<file path="src/rtl/button_event_arbiter.sv">
// button_event_arbiter
// Serializes press / auto-repeat / release events from NUM_BTNS debounced
// button levels onto one valid/ready event port, round-robin across buttons.
//
// Ports:
//   i_clk, i_rst_n        clock, asynchronous active-low reset
//   i_btn[NUM_BTNS]       debounced button levels (1 = pressed), synchronous
//   o_evt_valid/i_evt_ready  event handshake
//   o_evt_id[ID_W]        button index of the presented event
//   o_evt_kind[2]         0 = press, 1 = repeat, 2 = release
//   o_drop                one-cycle pulse when a press/release was lost
//
// Build option: define BTN_AUTOREPEAT_EN to build the hold timers and repeat
// events; otherwise only press and release events exist.
module button_event_arbiter #(
    parameter int unsigned NUM_BTNS      = 4,
    parameter int unsigned ID_W          = 2,
    parameter int unsigned CNT_W         = 24,
    parameter int unsigned HOLD_CYCLES   = 12000000,
    parameter int unsigned REPEAT_CYCLES = 3000000
) (
    input  logic                i_clk,
    input  logic                i_rst_n,
    input  logic [NUM_BTNS-1:0] i_btn,
    output logic                o_evt_valid,
    input  logic                i_evt_ready,
    output logic [ID_W-1:0]     o_evt_id,
    output logic [1:0]          o_evt_kind,
    output logic                o_drop
);

    localparam int unsigned IDX_W = (NUM_BTNS > 1) ? $clog2(NUM_BTNS) : 1;
    localparam int unsigned SUM_W = IDX_W + 1;

    localparam logic [1:0] KIND_PRESS   = 2'd0;
    localparam logic [1:0] KIND_RELEASE = 2'd2;

    // Elaboration-time parameter legality checks
    if (NUM_BTNS < 2 || NUM_BTNS > 16) begin : g_bad_num_btns
        $error("button_event_arbiter: NUM_BTNS must be 2..16");
    end
    if ((64'd1 << ID_W) < 64'(NUM_BTNS)) begin : g_bad_id_w
        $error("button_event_arbiter: ID_W too narrow for NUM_BTNS");
    end
    if (CNT_W < 2 || CNT_W > 32 || HOLD_CYCLES < 2 || REPEAT_CYCLES < 2 ||
        64'(HOLD_CYCLES) >= (64'd1 << CNT_W) ||
        64'(REPEAT_CYCLES) >= (64'd1 << CNT_W)) begin : g_bad_timer
        $error("button_event_arbiter: hold/repeat counts do not fit CNT_W");
    end

    logic [NUM_BTNS-1:0] prev_q, prev_d;
    logic [NUM_BTNS-1:0] pend_press_q, pend_press_d;
    logic [NUM_BTNS-1:0] pend_rel_q, pend_rel_d;
    logic [IDX_W-1:0]    last_q, last_d;
    logic                evt_valid_q, evt_valid_d;
    logic [ID_W-1:0]     evt_id_q, evt_id_d;
    logic [1:0]          evt_kind_q, evt_kind_d;
    logic                drop_q, drop_d;

    logic [NUM_BTNS-1:0] press_edge_c, rel_edge_c, any_pend_c;
    logic [NUM_BTNS-1:0] gnt_onehot_c, gnt_press_c, gnt_rel_c;
    logic                slot_free_c, found_c;
    logic [IDX_W-1:0]    gnt_idx_c;
    logic [1:0]          gnt_kind_c;

`ifdef BTN_AUTOREPEAT_EN
    localparam logic [1:0]       KIND_REPEAT = 2'd1;
    localparam logic [CNT_W-1:0] HOLD_LIM    = CNT_W'(HOLD_CYCLES - 1);
    localparam logic [CNT_W-1:0] REP_LIM     = CNT_W'(REPEAT_CYCLES - 1);

    logic [NUM_BTNS-1:0][CNT_W-1:0] timer_q, timer_d;
    logic [NUM_BTNS-1:0]            rep_phase_q, rep_phase_d;
    logic [NUM_BTNS-1:0]            pend_rep_q, pend_rep_d;
    logic [NUM_BTNS-1:0]            rep_fire_c, gnt_rep_c;

    assign any_pend_c = pend_press_q | pend_rep_q | pend_rel_q;
    assign gnt_rep_c  = (gnt_kind_c == KIND_REPEAT) ? gnt_onehot_c : '0;

    // Hold timers: only run while the button stays held, so the release
    // edge itself can never fire a repeat.
    always_comb begin
        timer_d     = timer_q;
        rep_phase_d = rep_phase_q;
        rep_fire_c  = '0;
        for (int unsigned i = 0; i < NUM_BTNS; i++) begin
            if (!(prev_q[i] && i_btn[i])) begin
                timer_d[i]     = '0;
                rep_phase_d[i] = 1'b0;
            end else if (timer_q[i] == (rep_phase_q[i] ? REP_LIM : HOLD_LIM)) begin
                timer_d[i]     = '0;
                rep_fire_c[i]  = 1'b1;
                rep_phase_d[i] = 1'b1;
            end else begin
                timer_d[i] = timer_q[i] + CNT_W'(1);
            end
        end
        // Repeats coalesce silently; a new firing wins over a same-cycle grant
        pend_rep_d = (pend_rep_q & ~gnt_rep_c) | rep_fire_c;
    end

    always_ff @(posedge i_clk or negedge i_rst_n) begin
        if (!i_rst_n) begin
            timer_q     <= '0;
            rep_phase_q <= '0;
            pend_rep_q  <= '0;
        end else begin
            timer_q     <= timer_d;
            rep_phase_q <= rep_phase_d;
            pend_rep_q  <= pend_rep_d;
        end
    end
`else
    assign any_pend_c = pend_press_q | pend_rel_q;
`endif

    assign press_edge_c = i_btn & ~prev_q;
    assign rel_edge_c   = ~i_btn & prev_q;
    assign slot_free_c  = !evt_valid_q || i_evt_ready;

    // Round-robin search starting after the last granted button
    always_comb begin
        logic [SUM_W-1:0] sum;
        logic [IDX_W-1:0] idx;
        found_c    = 1'b0;
        gnt_idx_c  = '0;
        gnt_kind_c = KIND_PRESS;
        for (int unsigned k = 1; k <= NUM_BTNS; k++) begin
            sum = SUM_W'(last_q) + SUM_W'(k);
            if (sum >= SUM_W'(NUM_BTNS)) begin
                sum = sum - SUM_W'(NUM_BTNS);
            end
            idx = IDX_W'(sum);
            if (!found_c && any_pend_c[idx]) begin
                found_c   = 1'b1;
                gnt_idx_c = idx;
                if (pend_press_q[idx]) begin
                    gnt_kind_c = KIND_PRESS;
                end
`ifdef BTN_AUTOREPEAT_EN
                else if (pend_rep_q[idx]) begin
                    gnt_kind_c = KIND_REPEAT;
                end
`endif
                else begin
                    gnt_kind_c = KIND_RELEASE;
                end
            end
        end
    end

    // One-hot clear mask for the pending bit consumed by this cycle's load
    always_comb begin
        gnt_onehot_c = '0;
        if (slot_free_c && found_c) begin
            gnt_onehot_c[gnt_idx_c] = 1'b1;
        end
        gnt_press_c = (gnt_kind_c == KIND_PRESS)   ? gnt_onehot_c : '0;
        gnt_rel_c   = (gnt_kind_c == KIND_RELEASE) ? gnt_onehot_c : '0;
    end

    // Pending bits, drop detection and the output slot
    always_comb begin
        prev_d       = i_btn;
        pend_press_d = (pend_press_q & ~gnt_press_c) | press_edge_c;
        pend_rel_d   = (pend_rel_q & ~gnt_rel_c) | rel_edge_c;
        // A bit being granted this cycle is not lost when re-set
        drop_d       = (|(press_edge_c & pend_press_q & ~gnt_press_c)) |
                       (|(rel_edge_c & pend_rel_q & ~gnt_rel_c));
        evt_valid_d  = evt_valid_q;
        evt_id_d     = evt_id_q;
        evt_kind_d   = evt_kind_q;
        last_d       = last_q;
        if (slot_free_c) begin
            evt_valid_d = found_c;
            if (found_c) begin
                evt_id_d   = ID_W'(gnt_idx_c);
                evt_kind_d = gnt_kind_c;
                last_d     = gnt_idx_c;
            end
        end
    end

    always_ff @(posedge i_clk or negedge i_rst_n) begin
        if (!i_rst_n) begin
            prev_q       <= '0;
            pend_press_q <= '0;
            pend_rel_q   <= '0;
            last_q       <= IDX_W'(NUM_BTNS - 1);
            evt_valid_q  <= 1'b0;
            evt_id_q     <= '0;
            evt_kind_q   <= KIND_PRESS;
            drop_q       <= 1'b0;
        end else begin
            prev_q       <= prev_d;
            pend_press_q <= pend_press_d;
            pend_rel_q   <= pend_rel_d;
            last_q       <= last_d;
            evt_valid_q  <= evt_valid_d;
            evt_id_q     <= evt_id_d;
            evt_kind_q   <= evt_kind_d;
            drop_q       <= drop_d;
        end
    end

    assign o_evt_valid = evt_valid_q;
    assign o_evt_id    = evt_id_q;
    assign o_evt_kind  = evt_kind_q;
    assign o_drop      = drop_q;

endmodule

</file>
<file path="config.mk">
export PLATFORM = sky130hd
export DESIGN_NAME = button_event_arbiter
export DESIGN_NICKNAME = d
export VERILOG_FILES = /design/src/rtl/button_event_arbiter.sv
export SDC_FILE = /design/constraint.sdc
export NUM_CORES = 1
export LEC_CHECK = 0
export ABC_AREA = 1
export BUFFER_PORTS_ARGS = -buffer_cell sky130_fd_sc_hd__buf_4
export CORE_MARGIN = 4
export CORE_UTILIZATION = 45
export DETAILED_ROUTE_END_ITERATION = 10
export GPL_ROUTABILITY_DRIVEN = 0
export HOLD_SLACK_MARGIN = 0.06
export PLACE_DENSITY = 0.72
export SYNTH_ARGS = -nofsm -noshare
export SYNTH_HDL_FRONTEND = slang
export SYNTH_SLANG_ARGS = --single-unit
</file>
<file path="constraint.sdc">
create_clock -name i_clk -period 1.9 [get_ports i_clk]
set_input_delay 0.19 -clock i_clk [delete_from_list [all_inputs] [get_ports i_clk]]
set_output_delay 0.19 -clock i_clk [all_outputs]
set_load 0.01 [all_outputs]
</file>
==> results of run 1 <==
synthesized netlist by cell type:
library cell | n | area share [%]
o21ai_1 | 1 | 0.36
o21ai_0 | 14 | 5.1
conb_1 | 1 | 0.27
buf_4 | 2 | 1.1
o21ai_4 | 1 | 1.2
nor2_1 | 17 | 4.6
inv_2 | 4 | 1.1
buf_6 | 1 | 0.82
nand3_1 | 15 | 5.4
inv_1 | 17 | 4.6
nand3_2 | 4 | 2.9
dfrtp_1 | 17 | 31
nor3b_1 | 1 | 0.55
nand3_4 | 1 | 1.3
o21bai_4 | 1 | 1.4
nand2_1 | 64 | 17
or2_2 | 2 | 0.91
nand2_4 | 2 | 1.6
nor2_4 | 2 | 1.6
dfstp_2 | 2 | 3.8
nand2_2 | 16 | 7.3
a21oi_1 | 2 | 0.73
nand4_1 | 4 | 1.8
nor2_2 | 4 | 1.8
a21boi_2 | 1 | 0.82
o21bai_1 | 1 | 0.55
final cells by class:
type | instances | area (um2) | share of cell area (%)
multi-input cells | 154 | 961 | 47.3
flip-flops and latches | 19 | 478 | 23.5
repair buffers | 56 | 444 | 21.9
inverters | 21 | 83.8 | 4.13
well taps | 31 | 38.8 | 1.91
clock buffers | 4 | 26.3 | 1.29
what timing repair did:
item / CTS / global route
hold endpoints to repair: 23 / 0
hold buffers: 5 / 0
resized for setup: 27 / 23
endpoints found under the setup margin: 8 / 14
pin swaps: 21 / 11
setup buffers: 8 / 3
through the flow:
| step | cell area [um2] | setup WS [ns] |
|---|---|---|
| 6_report | 2030 | -0.274 |
| 5_1_grt | 2030 | -0.370 |
| 4_1_cts | 1940 | -0.136 |
| 3_5_place_dp | 1690 | -0.191 |
| 3_3_place_gp | 1690 | -0.190 |
| 2_1_floorplan | 1380 | 0.0562 |
kinds of logic after synthesis:
kind of cell	after synthesis	synth area share (%)
AO/OA/AOI/OAI	21	10.1
buffers and inverters	24	7.63
flip-flops	19	34.7
other	1	0.272
AND/OR/NAND/NOR	132	47.3
worst min-delay path by stage:
stage | slack (ns) | start | to | depth (start not counted)
floorplan | -0.11 | i_rst_n | o_drop | 0
CTS | 0.08 | i_evt_ready | o_evt_valid | 2
global placement | 0.07 | i_rst_n | o_evt_id[0] | 1
detailed placement | 0.08 | i_rst_n | o_evt_id[0] | 1
global route | 0.09 | i_evt_ready | o_evt_valid | 2
finish | 0.08 | i_evt_ready | o_evt_valid | 2
worst max-delay path: stages (launching register included):
cell	delay (ns)
dfstp_2	0.62
buf_6	0.14
nand2_2	0.07
nand3_2	0.11
inv_1	0.06
a21boi_2	0.19
nand2_1	0.12
nor2_4	0.17
nand3_1	0.16
o21ai_1	0.18
nand2_1	0.09
nor2_1	0.11
nand2_1	0.06
per-layer routing:
metal	GRT usage, %	routed length (um)	up-vias
met1	24.9	1570	646
met4	7.82	108	0
met5	0	0	-
li1	-	-	734
met2	34.9	1870	34
met3	1.60	125	11
registers in the layout (all words and copies together), names as in the netlist:
register      cells
o_drop            1
pend_press_q      4
pend_rel_q        4
prev_q            4
o_evt_valid       1
o_evt_kind        1
o_evt_id          2
last_q            2
report_power, final:
| part | internal (mW) | total [mW] | switching (mW) |
|---|---|---|---|
| Clock | 0.0819 | 0.203 | 0.121 |
| Sequential | 0.555 | 0.659 | 0.105 |
| Combinational | 1.07 | 2.40 | 1.33 |
==> results.rst, run 1 <==
.. list-table::
   :header-rows: 1

   * - Metric
     - Value
   * - Post-synth net total
     - 204
   * - Number of setup violations in the final report
     - 13
   * - Terminus of the critical flop-to-flop path
     - o_drop
   * - Final Cycle Share
     - 114%
   * - Clk_lat worst skew
     - 0.30 ns
   * - Status
     - finished, violations left
   * - Required time worst endpoint
     - 2.10 ns
   * - Synthesis-stage register bit count
     - 19
   * - First-pass iteration count of the detailed router
     - 4
   * - DRC violations left
     - 0
   * - Min Hold Slack
     - 0.0796 ns
   * - Antenna-violating nets left
     - 0
   * - Global-route wire length before repair
     - 6400 um
   * - Pin count of the biggest net entering global routing
     - 20
   * - Layout fillers
     - 211
   * - Violations in the final reports
     - setup timing
   * - DRC violation total after the first TritonRoute iteration
     - 67
   * - Clock root buffer
     - clkbuf_4
   * - Core utilization of the finished layout
     - 71.8%
   * - H-tree Lvls
     - 1
   * - Max Transition Viols Final
     - 0
   * - Number of buffers between clock root and the deepest sink
     - 2
   * - Worst setup path startpoint
     - last_q[0]
   * - Overall routed net length
     - 3670 um
   * - Unrepaired setup endpoints after global routing
     - true
   * - Most frequent cells in the layout
     - nand2_1, buf_4, dfrtp_1, inv_1, nand2_2
   * - Port Buffer Count
     - 11
   * - Largest fanout of any net on the critical path
     - 6
   * - Path type of the worst min-delay path
     - primary input to flop
   * - Antenna violations before repair
     - 0
   * - Skew final
     - 0.00261 ns
   * - Area added between synthesis and finish
     - 47.5%
   * - Synthesized netlist cell count
     - 197
   * - Vertical extent of the die
     - 63.3 um
   * - Post-Syn Area per Cell
     - 6.99 um2
   * - Layout cells sized above 1
     - 45.3%
   * - Boundary pin count
     - 13
   * - Via count of the first global-routing pass
     - 1469
   * - Detailed placer's ending HPWL
     - 2700 um
   * - Setup WS post-layout
     - -0.274 ns
   * - Layout Nets
     - 262
   * - Core Rows
     - 19
   * - Number of hold violations in the final report
     - 0
   * - Leading cell type in the layout, fill and taps excluded
     - nand2_1
   * - Number of warning messages in the yosys log
     - 0
   * - Grt ovf
     - 0
   * - Via density per instance
     - 5.00
   * - DIE WIDTH
     - 63.3 um
   * - Global-route total usage across every layer
     - 19.8%
   * - Worst VDD drop
     - 0.954 mV
   * - Antenna diode count
     - 0
   * - Post-layout min period
     - 2.17 ns
   * - Effective utilization at floorplan
     - 48.7%
   * - Number of clock sinks
     - 19
   * - Core footprint
     - 0.00283 mm2
   * - Detail-routed net length per standard cell
     - 12.9 um
   * - Clock-pin slew of the registers on the worst-case setup and hold paths
     - 0.10 ns
   * - Count of non-filler cells in the finished layout
     - 285
   * - Worst setup EP type
     - flop
   * - Reported max-cap violation count
     - 0
   * - Die Footprint
     - 0.00401 mm2
   * - Distinct cell type count after synthesis
     - 26
   * - Launch point of the worst reg-to-reg path
     - last_q[0]
   * - Total leakage power
     - 1.05 nW
   * - Startpoint class of the critical path
     - flop
   * - Depth of the worst register-to-register path
     - 12
   * - Power density over the cells
     - 1610 mW/mm2
   * - Worst path arrival time
     - 2.37 ns
   * - PnR Total Power
     - 3.27 mW
   * - Overall via count from detail_route
     - 1425
   * - TritonCTS clock tree
     - done
   * - Setup slack of the most critical reg-to-reg path
     - -0.27 ns
   * - Num CTS Buffers
     - 3
   * - Setup TNS
     - -1.33 ns
   * - Max Fclk
     - 460 MHz
   * - Total placed cells including tap cells
     - 265
   * - Worst setup path class
     - flop to flop
   * - Worst setup endpoint
     - o_drop
   * - Syn Std Cell Area
     - 0.00138 mm2
   * - Post-synthesis sequential area ratio
     - 34.7%
Note: power is estimated with default switching activity, not from simulation.
==> inputs of run 2 (changes only) <==
--- a/config.mk
+++ b/config.mk
@@ -13,6 +13,7 @@
 export GPL_ROUTABILITY_DRIVEN = 0
 export HOLD_SLACK_MARGIN = 0.06
 export PLACE_DENSITY = 0.72
+export SKIP_LAST_GASP = 1
 export SYNTH_ARGS = -nofsm -noshare
 export SYNTH_HDL_FRONTEND = slang
 export SYNTH_SLANG_ARGS = --single-unit
==> constraint.sdc (replaced) <==
create_clock -name i_clk -period 2 [get_ports i_clk]
set_input_delay 0.2 -clock i_clk [delete_from_list [all_inputs] [get_ports i_clk]]
set_output_delay 0.2 -clock i_clk [all_outputs]
set_load 0.01 [all_outputs]
==> run 2 against run 1 <==
- the flow still finishes with violations (setup timing)
- critical path type unchanged
- fmax rose by 5.9%
- sequential power fell by 4.9%
- critical endpoint unchanged
- global-route usage fell by 3.2 points
==> results.rst, run 2 (same netlist as run 1, synthesis figures left out) <==
.. list-table::
   :header-rows: 1

   * - Metric
     - Value
   * - Core footprint
     - 0.00283 mm2 (unchanged)
   * - Clock-pin slew of the registers on the worst-case setup and hold paths
     - 0.11 ns (about the same)
   * - Path type of the worst min-delay path
     - primary input to flop
   * - Global-route wire length before repair
     - 5470 um (-14%)
   * - Grt ovf
     - 0 (unchanged)
   * - Largest fanout of any net on the critical path
     - 7 (+1)
   * - Worst setup endpoint
     - o_drop
   * - Overall routed net length
     - 3400 um (-7.5%)
   * - Pin count of the biggest net entering global routing
     - 20 (unchanged)
   * - Most prevalent standard cell on the critical path
     - nand2_1
   * - Antenna diode count
     - 0 (unchanged)
   * - Global-route total usage across every layer
     - 16.6% (-3.2 points)
   * - Worst setup path startpoint
     - last_q[0]
   * - Leading cell type in the layout, fill and taps excluded
     - nand2_1
   * - Area added between synthesis and finish
     - 35.5%
   * - Total placed cells including tap cells
     - 257 (-3.0%)
   * - Detail-routed net length per standard cell
     - 12.4 um (-3.8%)
   * - Setup slack of the most critical reg-to-reg path
     - -0.05 ns (+0.22 ns)
   * - Total leakage power
     - 0.969 nW (-7.6%)
   * - Power density over the cells
     - 1520 mW/mm2 (-5.7%)
   * - Worst setup EP type
     - flop
   * - H-tree Lvls
     - 1 (unchanged)
   * - DRC violation total after the first TritonRoute iteration
     - 54 (-19%)
   * - Core Rows
     - 19 (unchanged)
   * - Antenna-violating nets left
     - 0 (unchanged)
   * - Detailed placer's ending HPWL
     - 2530 um (-6.5%)
   * - Via density per instance
     - 5.05 (+0.95%)
   * - Num CTS Buffers
     - 3 (unchanged)
   * - First-pass iteration count of the detailed router
     - 4 (unchanged)
   * - Required time worst endpoint
     - 2.20 ns (+0.10 ns)
   * - Number of buffers between clock root and the deepest sink
     - 2 (unchanged)
   * - Max Transition Viols Final
     - 0 (unchanged)
   * - Boundary pin count
     - 13 (unchanged)
   * - Launch point of the worst reg-to-reg path
     - last_q[0]
   * - Number of instances on the worst hold path
     - 2 (unchanged)
   * - Via count of the first global-routing pass
     - 1232 (-16%)
   * - Layout cells sized above 1
     - 41.2% (-4.1 points)
   * - Effective utilization at floorplan
     - 48.7% (unchanged)
   * - Post-layout min period
     - 2.05 ns (-0.121 ns)
   * - Clk_lat worst skew
     - 0.30 ns (about the same)
   * - PnR Total Power
     - 2.83 mW (-13%)
   * - Largest registers ranked by flip-flop count
     - pend_press_q: 4 flops, pend_rel_q: 4 flops, prev_q: 4 flops
   * - Port Buffer Count
     - 11 (unchanged)
   * - Setup TNS
     - -0.0736 ns (+1.25 ns)
   * - Status
     - finished, violations left
   * - Standard cell with the maximum stage delay on the critical path
     - dfstp_2
   * - TritonCTS clock tree
     - done
   * - Violations in the final reports
     - setup timing
   * - DIE WIDTH
     - 63.3 um (unchanged)
   * - Worst setup path class
     - flop to flop
   * - Final Cycle Share
     - 103% (-12 points)
   * - Depth of the worst register-to-register path
     - 13 (+1)
   * - Startpoint class of the critical path
     - flop
   * - Unrepaired setup endpoints after global routing
     - true
   * - Kind of cell adding the most delay to the critical path
     - simple AND/OR/NAND/NOR gates
   * - Overall via count from detail_route
     - 1383 (-2.9%)
   * - Worst path arrival time
     - 2.26 ns (-0.11 ns)
   * - Clock root buffer
     - clkbuf_4
   * - Setup WS post-layout
     - -0.0538 ns (+0.221 ns)
   * - Instance count on the critical path
     - 13 (+1)
   * - Number of clock sinks
     - 19 (unchanged)
   * - Number of setup violations in the final report
     - 3 (-10)
   * - DRC violations left
     - 0 (unchanged)
   * - Core utilization of the finished layout
     - 66.0% (-5.8 points)
   * - Layout Nets
     - 251 (-4.2%)
   * - Number of hold violations in the final report
     - 0 (unchanged)
   * - Terminus of the critical flop-to-flop path
     - o_drop
   * - Skew final
     - 0.00585 ns (+0.00324 ns)
   * - Critical path cell sequence
     - buf_4, nand2_1, nand2_2, nand3_2, nand2_4, nor2_4, nand4_1, nand3_4, buf_4, o21ai_2, nand2_1, nor2_2, nand2_1
   * - Most frequent cells in the layout
     - nand2_1, buf_4, nand2_2, inv_1, dfrtp_1
   * - Worst VDD drop
     - 0.709 mV (-26%)
   * - Count of non-filler cells in the finished layout
     - 274 (-3.9%)
   * - Worst path bufs/invs
     - 2 (unchanged)
   * - Antenna violations before repair
     - 0 (unchanged)
   * - Max Fclk
     - 487 MHz (+5.9%)
   * - Vertical extent of the die
     - 63.3 um (unchanged)
   * - Reported max-cap violation count
     - 0 (unchanged)
   * - Die Footprint
     - 0.00401 mm2 (unchanged)
   * - Min Hold Slack
     - 0.0892 ns (+0.00960 ns)
   * - Layout fillers
     - 247 (+17%)
   * - Critical Path Max Stage Delay
     - 0.59 ns (-0.03 ns)
-- run 2: cell count changes in the layout (fill, tap and decap cells not counted), moves of 3 or more --
cell	previous run	this run
nand2_2	15	18
nor2_4	7	3
nand2_4	9	3
nor2_2	5	9
nand2_1	58	61
o21ai_1	7	3
buf_4	48	39
-- run 2: worst min-delay path by stage --
| stage | startpoint | endpoint | slack [ns] |
|---|---|---|---|
| finish | i_evt_ready | o_evt_valid | 0.09 |
| detailed placement | i_rst_n | o_evt_id[0] | 0.08 |
| CTS | i_evt_ready | o_evt_valid | 0.09 |
| global placement | i_rst_n | o_evt_id[0] | 0.09 |
| global route | i_evt_ready | o_evt_valid | 0.08 |
| floorplan | i_rst_n | o_drop | -0.1 |
-- run 2: power breakdown --
group          internal [mW]  switching [mW]
registers              0.527           0.100
logic                  0.859            1.15
clock network         0.0777           0.118
-- run 2: what timing repair did --
action | in CTS | in global routing
endpoints found under the hold margin | 23 | 0
pin swaps | 1 | 13
hold buffers | 5 | 0
buffers inserted | 1 | 7
resized for setup | 3 | 27
endpoints found under the setup margin | 1 | 14
-- run 2: final cells by class --
cell class / instances / area [um2] / share of cell area, %
sequential: 19 / 478 / 25.6
clock buffer: 4 / 26.3 / 1.41
inverter: 21 / 83.8 / 4.49
timing repair buffer: 45 / 354 / 19.0
tap: 31 / 38.8 / 2.08
multi-input combinational: 154 / 886 / 47.5
-- run 2: layer usage --
| metal | global-route usage [%] | vias to the layer above | routed length, um |
|---|---|---|---|
| met5 | 0 | - | 0 |
| met4 | 4.04 | 0 | 32 |
| met3 | 1.07 | 4 | 94 |
| met2 | 26.2 | 26 | 1670 |
| met1 | 24.6 | 635 | 1600 |
| li1 | - | 718 | - |
-- run 2: worst reg2reg max path, cell delays in order, from the launching register on --
cell,delay [ns]
dfstp_2,0.59
buf_4,0.14
nand2_1,0.06
nand2_2,0.13
nand3_2,0.11
nand2_4,0.09
nor2_4,0.05
nand4_1,0.16
nand3_4,0.13
buf_4,0.16
o21ai_2,0.12
nand2_1,0.07
nor2_2,0.10
nand2_1,0.05
-- run 2: stage by stage --
| stage | setup slack, ns | cell area [um2] |
|---|---|---|
| 6_report | -0.0538 | 1870 |
| 5_1_grt | -0.245 | 1870 |
| 4_1_cts | -0.00631 | 1720 |
| 3_5_place_dp | -0.104 | 1630 |
| 3_3_place_gp | -0.128 | 1630 |
| 2_1_floorplan | 0.156 | 1380 |
